===== config.mk =====
export PLATFORM = sky130hd
export DESIGN_NAME = serial_add_sub
export DESIGN_NICKNAME = d
export VERILOG_FILES = /design/src/rtl/serial_arith_pkg.sv /design/src/rtl/digit_adder.sv /design/src/rtl/serial_add_sub.sv
export SDC_FILE = /design/constraint.sdc
export NUM_CORES = 1
export LEC_CHECK = 0
export CORE_ASPECT_RATIO = 0.9
export CORE_MARGIN = 10
export CORE_UTILIZATION = 40
export DETAILED_ROUTE_END_ITERATION = 6
export DONT_BUFFER_PORTS = 1
export PLACE_DENSITY = 0.51
export SYNTH_ARGS = -nofsm -noshare
export SYNTH_HDL_FRONTEND = slang
export SYNTH_HIERARCHICAL = 1
export SYNTH_SLANG_ARGS = --single-unit

===== constraint.sdc =====
create_clock -name clk -period 3 [get_ports clk]
set_clock_uncertainty 0.1 [all_clocks]
set_input_delay 0.9 -clock clk [delete_from_list [all_inputs] [get_ports clk]]
set_output_delay 0.9 -clock clk [all_outputs]
set_load 0.03 [all_outputs]

===== src/rtl/serial_arith_pkg.sv =====
// Shared definitions for the digit-serial arithmetic unit.
//  - state_t : FSM state encoding (IDLE -> RUN -> DONE)
//  - clog2   : ceiling log2, used to size the digit counter
package serial_arith_pkg;

  typedef enum logic [1:0] {
    S_IDLE = 2'd0,
    S_RUN  = 2'd1,
    S_DONE = 2'd2
  } state_t;

  // Smallest r with (1 << r) >= value; returns 0 for value <= 1.
  function automatic int clog2(input int value);
    int r;
    r = 0;
    while ((32'sd1 << r) < value) begin
      r = r + 1;
    end
    return r;
  endfunction

endpackage


===== src/rtl/digit_adder.sv =====
// Combinational DIGIT-bit ripple adder, the single arithmetic slice shared
// by every cycle of the serial operation.
// Ports:
//  a, b      in  DIGIT  addend digits
//  ci        in  1      carry in
//  s         out DIGIT  sum digit
//  co        out 1      carry out of the MSB
//  c_msb_in  out 1      carry into the MSB (signed-overflow detection)
module digit_adder
  import serial_arith_pkg::*;
#(
  parameter int DIGIT = 4
) (
  input  logic [DIGIT-1:0] a,
  input  logic [DIGIT-1:0] b,
  input  logic             ci,
  output logic [DIGIT-1:0] s,
  output logic             co,
  output logic             c_msb_in
);

  logic [DIGIT:0] full;

  // The adder chain; written as one addition so the carry vector does not
  // feed back on itself as a combinational loop in simulation.
  always_comb begin
    full = {1'b0, a} + {1'b0, b} + {{DIGIT{1'b0}}, ci};
  end

  assign s        = full[DIGIT-1:0];
  assign co       = full[DIGIT];
  // The MSB full adder computes s = a ^ b ^ cin, so cin is recovered here.
  assign c_msb_in = a[DIGIT-1] ^ b[DIGIT-1] ^ full[DIGIT-1];

endmodule


===== src/rtl/serial_add_sub.sv =====
// Digit-serial adder/subtractor. DIGIT bits of the WIDTH-bit operands are
// added per clock through one shared digit_adder; a full operation takes
// WIDTH/DIGIT RUN cycles followed by a one-cycle done pulse.
// Ports:
//  clk    in   1      rising-edge clock
//  rst_n  in   1      asynchronous active-low reset
//  start  in   1      request, honoured only when not busy
//  sub    in   1      0: a+b+cin, 1: a-b-cin
//  a, b   in   WIDTH  operands, captured on accepted start
//  cin    in   1      carry-in (borrow-in when sub=1)
//  busy   out  1      operation in progress
//  done   out  1      one-cycle pulse, result valid
//  sum    out  WIDTH  result, held until the next accepted start
//  cout   out  1      carry out (add) / borrow out (sub)
//  ovf    out  1      signed overflow of the full-width result
module serial_add_sub
  import serial_arith_pkg::*;
#(
  parameter int WIDTH = 16,
  parameter int DIGIT = 4
) (
  input  logic             clk,
  input  logic             rst_n,
  input  logic             start,
  input  logic             sub,
  input  logic [WIDTH-1:0] a,
  input  logic [WIDTH-1:0] b,
  input  logic             cin,
  output logic             busy,
  output logic             done,
  output logic [WIDTH-1:0] sum,
  output logic             cout,
  output logic             ovf
);

  localparam int NDIG = WIDTH / DIGIT;
  localparam int CW   = (clog2(NDIG) < 1) ? 1 : clog2(NDIG);
  localparam logic [CW-1:0] LAST = CW'(NDIG - 1);

  generate
    if ((WIDTH % DIGIT) != 0) begin : g_param_check
      $error("serial_add_sub: WIDTH (%0d) must be a multiple of DIGIT (%0d)", WIDTH, DIGIT);
    end
  endgenerate

  state_t           state;
  logic [WIDTH-1:0] a_sh;      // captured A, shifted right one digit per cycle
  logic [WIDTH-1:0] b_sh;      // captured B (inverted for subtract), shifted likewise
  logic             carry;
  logic             sub_q;
  logic [CW-1:0]    cnt;

  logic [DIGIT-1:0] dsum;
  logic             dco;
  logic             dcm;
  logic [WIDTH-1:0] sum_next;

  // The low digit of each shift register is always the digit being processed.
  digit_adder #(
    .DIGIT(DIGIT)
  ) u_digit (
    .a        (a_sh[DIGIT-1:0]),
    .b        (b_sh[DIGIT-1:0]),
    .ci       (carry),
    .s        (dsum),
    .co       (dco),
    .c_msb_in (dcm)
  );

  // Result with the current digit slot overwritten in place by the new digit.
  always_comb begin
    sum_next = sum;
    for (int k = 0; k < NDIG; k++) begin
      if (cnt == CW'(k)) begin
        sum_next[k*DIGIT +: DIGIT] = dsum;
      end else begin
        sum_next[k*DIGIT +: DIGIT] = sum[k*DIGIT +: DIGIT];
      end
    end
  end

  // Control FSM, operand/carry datapath and registered outputs.
  always_ff @(posedge clk or negedge rst_n) begin
    if (!rst_n) begin
      state <= S_IDLE;
      a_sh  <= '0;
      b_sh  <= '0;
      carry <= 1'b0;
      sub_q <= 1'b0;
      cnt   <= '0;
      busy  <= 1'b0;
      done  <= 1'b0;
      sum   <= '0;
      cout  <= 1'b0;
      ovf   <= 1'b0;
    end else begin
      case (state)
        S_IDLE, S_DONE: begin
          // The done pulse lasts exactly one cycle even if a new op starts now.
          done <= 1'b0;
          if (start) begin
            // Subtraction is a + ~b + ~cin: invert B and the incoming borrow.
            a_sh  <= a;
            b_sh  <= b ^ {WIDTH{sub}};
            carry <= cin ^ sub;
            sub_q <= sub;
            cnt   <= '0;
            busy  <= 1'b1;
            state <= S_RUN;
          end else begin
            state <= S_IDLE;
          end
        end
        S_RUN: begin
          sum   <= sum_next;
          carry <= dco;
          a_sh  <= a_sh >> DIGIT;
          b_sh  <= b_sh >> DIGIT;
          cnt   <= cnt + 1'b1;
          if (cnt == LAST) begin
            busy  <= 1'b0;
            done  <= 1'b1;
            // A carry out of the inverted-B sum means "no borrow".
            cout  <= dco ^ sub_q;
            // Sign-bit carry in/out disagreement is two's-complement overflow.
            ovf   <= dco ^ dcm;
            state <= S_DONE;
          end else begin
            state <= S_RUN;
          end
        end
        default: begin
          busy  <= 1'b0;
          done  <= 1'b0;
          state <= S_IDLE;
        end
      endcase
    end
  end

endmodule

# Yosys cells after proc, flatten, opt, wreduce, memory -nomap -nowiden
# Cells that the tools add are included.
[totals] output_inout_bits=20 register_bits=58
[op_classes] addsub=3 bitwise_logic=6 n_reduce_logical=11 muxes=16 n_eq_ne=7
[op_table] operator="case mux 16 bit (2 select lines)" n=2
[op_table] operator="2-to-1 mux 16 bit" n=2
[op_table] operator="bitwise XOR 16 bit" n=1
[op_table] operator="AND reduction 2 bit" n=7
[op_table] operator="case mux 2 bit (2 select lines)" n=2
[op_table] operator="== test 2 bit (second input constant)" n=3
[op_table] operator="2-to-1 mux 1 bit" n=6
[op_table] operator="adder 4 x 4 -> 5 bit" n=1
[op_table] operator="adder 5 x 1 -> 5 bit" n=1
[op_table] operator="bitwise XOR 1 bit" n=5
[op_table] operator="== test 2 x 1 -> 1 bit (second input constant)" n=2
[op_table] operator="zero test 2 bit" n=2
[op_table] operator="2-to-1 mux 2 bit" n=2
[op_table] operator="!= test 2 bit (second input constant)" n=2
[op_table] operator="case mux 1 bit (2 select lines)" n=2
[op_table] operator="adder 2 x 1 -> 2 bit (second input constant)" n=1
[op_table] operator="nonzero test 2 bit" n=1
[op_table] operator="OR reduction 2 bit" n=1

# Logic depth before layout (Yosys ltp)
[logic_depth] word_depth=4 ltp_mapped=8 mapped_depth_nobuf=8

# Modules after synthesis
# Netlist, hierarchy kept.
[modules_own_cells] module="serial_add_sub" area_per_inst_um2=2516.2 cells_each=210 n_inst=1
[modules_own_cells] module="digit_adder" area_per_inst_um2=143.9 cells_each=17 n_inst=1

# Least setup slack after synthesis
# Ideal clock, no wire load.
[synth_timing] path_kind="in2reg" startpoint="input port sub" endpoint="register b_sh[3]" setup_slack_ns=1.034 arrival_ns=1.740 required_ns=2.774 cell_stages=5 setup_time_ns=0.126 cell_sequence="buf_2 -> buf_4 -> xnor2_1 -> nor2_1 -> a221o_1"
[synth_via] elab_chain_len=3
[synth_lines] item="start, declared" line="serial_add_sub.sv:25" rtl="input logic sub,"
[synth_lines] item="bitwise XOR 16 bit" line="serial_add_sub.sv:104" rtl="b_sh <= b ^ {WIDTH{sub}};"
[synth_lines] item="2-to-1 mux 16 bit" line="serial_add_sub.sv:101" rtl="if (start) begin"
[synth_lines] item="case mux 16 bit (2 select lines)" line="serial_add_sub.sv:97" rtl="case (state)"
[synth_lines] item="end signal, assigned" line="serial_add_sub.sv:104"
[synth_lines] item="end signal, assigned" line="serial_add_sub.sv:118" rtl="b_sh <= b_sh >> DIGIT;"
[synth_lines] item="end, declared" line="serial_add_sub.sv:48" rtl="logic [WIDTH-1:0] b_sh;"
# No other way between the ends. The select of a mux whose other input is x is not followed.
# A chain may end at the register's enable or synchronous reset.

# Worst setup path after layout
[layout_timing] startpoint="register a_sh[0]" endpoint="register cout"
[layout_via] elab_chain_len=3
[layout_lines] item="start, declared" line="serial_add_sub.sv:47" rtl="logic [WIDTH-1:0] a_sh;"
[layout_lines] item="start signal, assigned" line="serial_add_sub.sv:117" rtl="a_sh <= a_sh >> DIGIT;"
[layout_lines] item="adder 4 x 4 -> 5 bit" line="digit_adder.sv:27" rtl="full = {1'b0, a} + {1'b0, b} + {{DIGIT{1'b0}}, ci};"
[layout_lines] item="adder 5 x 1 -> 5 bit" line="digit_adder.sv:27"
[layout_lines] item="via dco" line="serial_add_sub.sv:54" rtl="logic dco;"
[layout_lines] item="bitwise XOR 1 bit" line="serial_add_sub.sv:124" rtl="cout <= dco ^ sub_q;"
[layout_lines] item="end signal, assigned" line="serial_add_sub.sv:124"
[layout_lines] item="end, declared" line="serial_add_sub.sv:32" rtl="output logic cout,"
# The timed path passes the listed nets, and every way through them passes these cells.

==> metrics.yaml <==
die_h_um: 97.37
hold_viol: 0
cp.required_ns: 3.09
tritoncts: "yes"
slew_headroom_pct: 49.24
n_antenna_cell: 0
ys.flop_type: "dfrtp_1"
grt-ovfl-total: 0
detail-route-antenna-nets: 0
cts_hold_buf: 0
yosysTopAreaCell: "dfrtp_1"
syn_nets: 273
die_area_um2: 10320
drv_cap: 0
fin_crit_ns: 2.041
grt_max_degree: 59
synth_area_leaders: "dfrtp_1, mux2_2, xnor2_1, a221o_1, a22oi_1"
routedWlPerCell_um: 17.59
cp-start-kind: "flip-flop"
htree_num_levels: 3
insertion_delay_ns: 0.33
yosys_register_bits: 58
wl_um: 5682
grtUsageTotal_pct: 11.52
dp_worst_setup_slack_ns: 0.8955
design.core.area_um2: 6516
syn_inst: 227
layout-drive-gt1-share_pct: 17.17
fmax_mhz: 490.0
finalCritPeriodShare_pct: 68.03
dp_hpwl_um: 3934
holdWs_ns: 0.1586
cts_sinks: 58
synthDistinctLibCells: 28
portBuffers: 0
syn-cell-area_um2: 2660
crit_type: "flip-flop to flip-flop"
synth-async-reset-ratio_pct: 100.0
avgSynthCellArea_um2: 11.72
yosys_warnings: 6
drcViolationCount: 0
layout_common_cells: "dfrtp_1, nand2_1, nor2_1"
nNetsFinal: 274
peakVddDrop_v: 0.0004240
worstMarginPinSlew_ns: 0.7615
yosysTopAreaCellShare_pct: 54.56
status: "finished clean"
timing.final.ws_setup_ns: 0.9591
setup_viol: 0
initial_utilization_pct: 40.82
clock-root-buffer: "clkbuf_8"
arrival_ns: 2.13
rsz0062_at_grt: "false"
drv_slew: 0
gp_congestion: 0.7453
cts-resized-gates: 0
vias: 1681
clk_pin_slew_ns: 0.06
cp-end-kind: "flip-flop"
power.leakage_nw: 1.367
power_mw: 3.831
mostFrequentLayoutCell: "dfrtp_1"
die_w_um: 106.0
io_pins: 57
cts_buffer_depth: 2
power.density_nw_per_um2: 1286
grt_pass1_wl_um: 9480
numCtsBuffers: 9
synth_edf_count: 0
path_max_fanout: 3
via_per_inst: 5.204
fin_tns_setup_ns: 0
cts_setup_buffers: 0
drt_iter0_markers: 65
first_pass_iters: 4
area_growth_pct: 11.95
first_global_vias: 1837
antenna_found_initial: 0
min_path_type: "input port to asynchronous set/reset pin"
rows: 28
ys_seq_area_share_pct: 54.56
area by class of cell:
| cell class | count | area, µm² |
|---|---|---|
| clock buffer | 11 | 151.4 |
| clock inverter | 5 | 100.1 |
| fill | 634 | 3538 |
| inverter | 7 | 26.28 |
| multi-input combinational | 148 | 1106 |
| sequential | 58 | 1451 |
| tap | 90 | 112.6 |
| timing repair buffer | 4 | 30.03 |
worst max-delay path, stage by stage, from the launching register on:
cell and delay, ns:
dfrtp_1 0.41, fa_1 0.44, inv_1 0.08, fa_1 0.21, nor2b_1 0.05, o21ai_0 0.15, nand2b_1 0.15, xnor2_1 0.19
o21ai_0 0.12
cell usage after synthesis (all sizes together), types with 2 or more instances:
library cell   n
o21ai          6
a22oi         12
nand2b         3
nor2          18
mux2          16
fa             2
clkbuf         3
inv            7
nand3         14
a221o         13
xnor2         16
xor2           5
dfrtp         58
a22o           9
and2b          2
nand2         22
buf           11
ha             7
where the power goes:
| part | leakage, nW | switching (mW) | internal [mW] |
|---|---|---|---|
| combinational | 0.515 | 0.676 | 0.595 |
| clock | 0.129 | 0.304 | 0.594 |
| sequential | 0.723 | 0.515 | 1.15 |
| total | 1.37 | 1.50 | 2.34 |
metrics by stage:
step	instances	area (µm²)	utilization [%]
after global placement	307	2726	41.84
after floorplan	227	2660	-
after CTS	323	2978	45.70
after global routing	323	2978	45.70
after detailed placement	307	2726	41.84
final	323	2978	45.70
sequential cells by signal, indices dropped and copies added, names as in the netlist, 2 cells and up:
name	cells
b_sh	16
state	2
sum	16
cnt	2
a_sh	16
path summary, 6_finish.rpt:
| kind | start | endpoint | slack [ns] | cells past startpoint |
|---|---|---|---|---|
| worst max-delay path | a_sh[0]$_DFFE_PN0P_ | cout$_DFFE_PN0P_ | 0.96 | 8 |
| worst min-delay path | rst_n | sum[11]$_DFFE_PN0P_ | 0.16 | 0 |
| worst max register to register | a_sh[0]$_DFFE_PN0P_ | cout$_DFFE_PN0P_ | 0.96 | 8 |
| worst min register to register | a_sh[7]$_DFFE_PN0P_ | a_sh[7]$_DFFE_PN0P_ | 0.40 | 2 |
| max in group asynchronous | rst_n | a_sh[7]$_DFFE_PN0P_ | 2.54 | 0 |
| min in group clk | a_sh[7]$_DFFE_PN0P_ | a_sh[7]$_DFFE_PN0P_ | 0.40 | 2 |
kinds of logic (layout without fill, tap and decap cells):
logic type / after synthesis / after routing / share of synthesized area [%]
AOI/OAI and AO/OA: 41 / 41 / 12.56
xor gates and xnor gates: 21 / 21 / 6.914
adders and majority gates: 9 / 9 / 4.798
buffers and inverters: 21 / 27 / 3.857
DFF: 58 / 58 / 54.56
muxes: 16 / 16 / 6.773
and+or+nand+nor: 61 / 61 / 10.54
layer usage:
metal | GRT usage, % | share of wire [%] | up-vias
met5 | 0 | 0 | -
li1 | - | - | 796
met2 | 16.59 | 44 | 57
met3 | 7.162 | 12 | 10
met1 | 13.43 | 43 | 818
met4 | 4.683 | 1.5 | 0
Note: power is estimated with default switching activity, not from simulation.
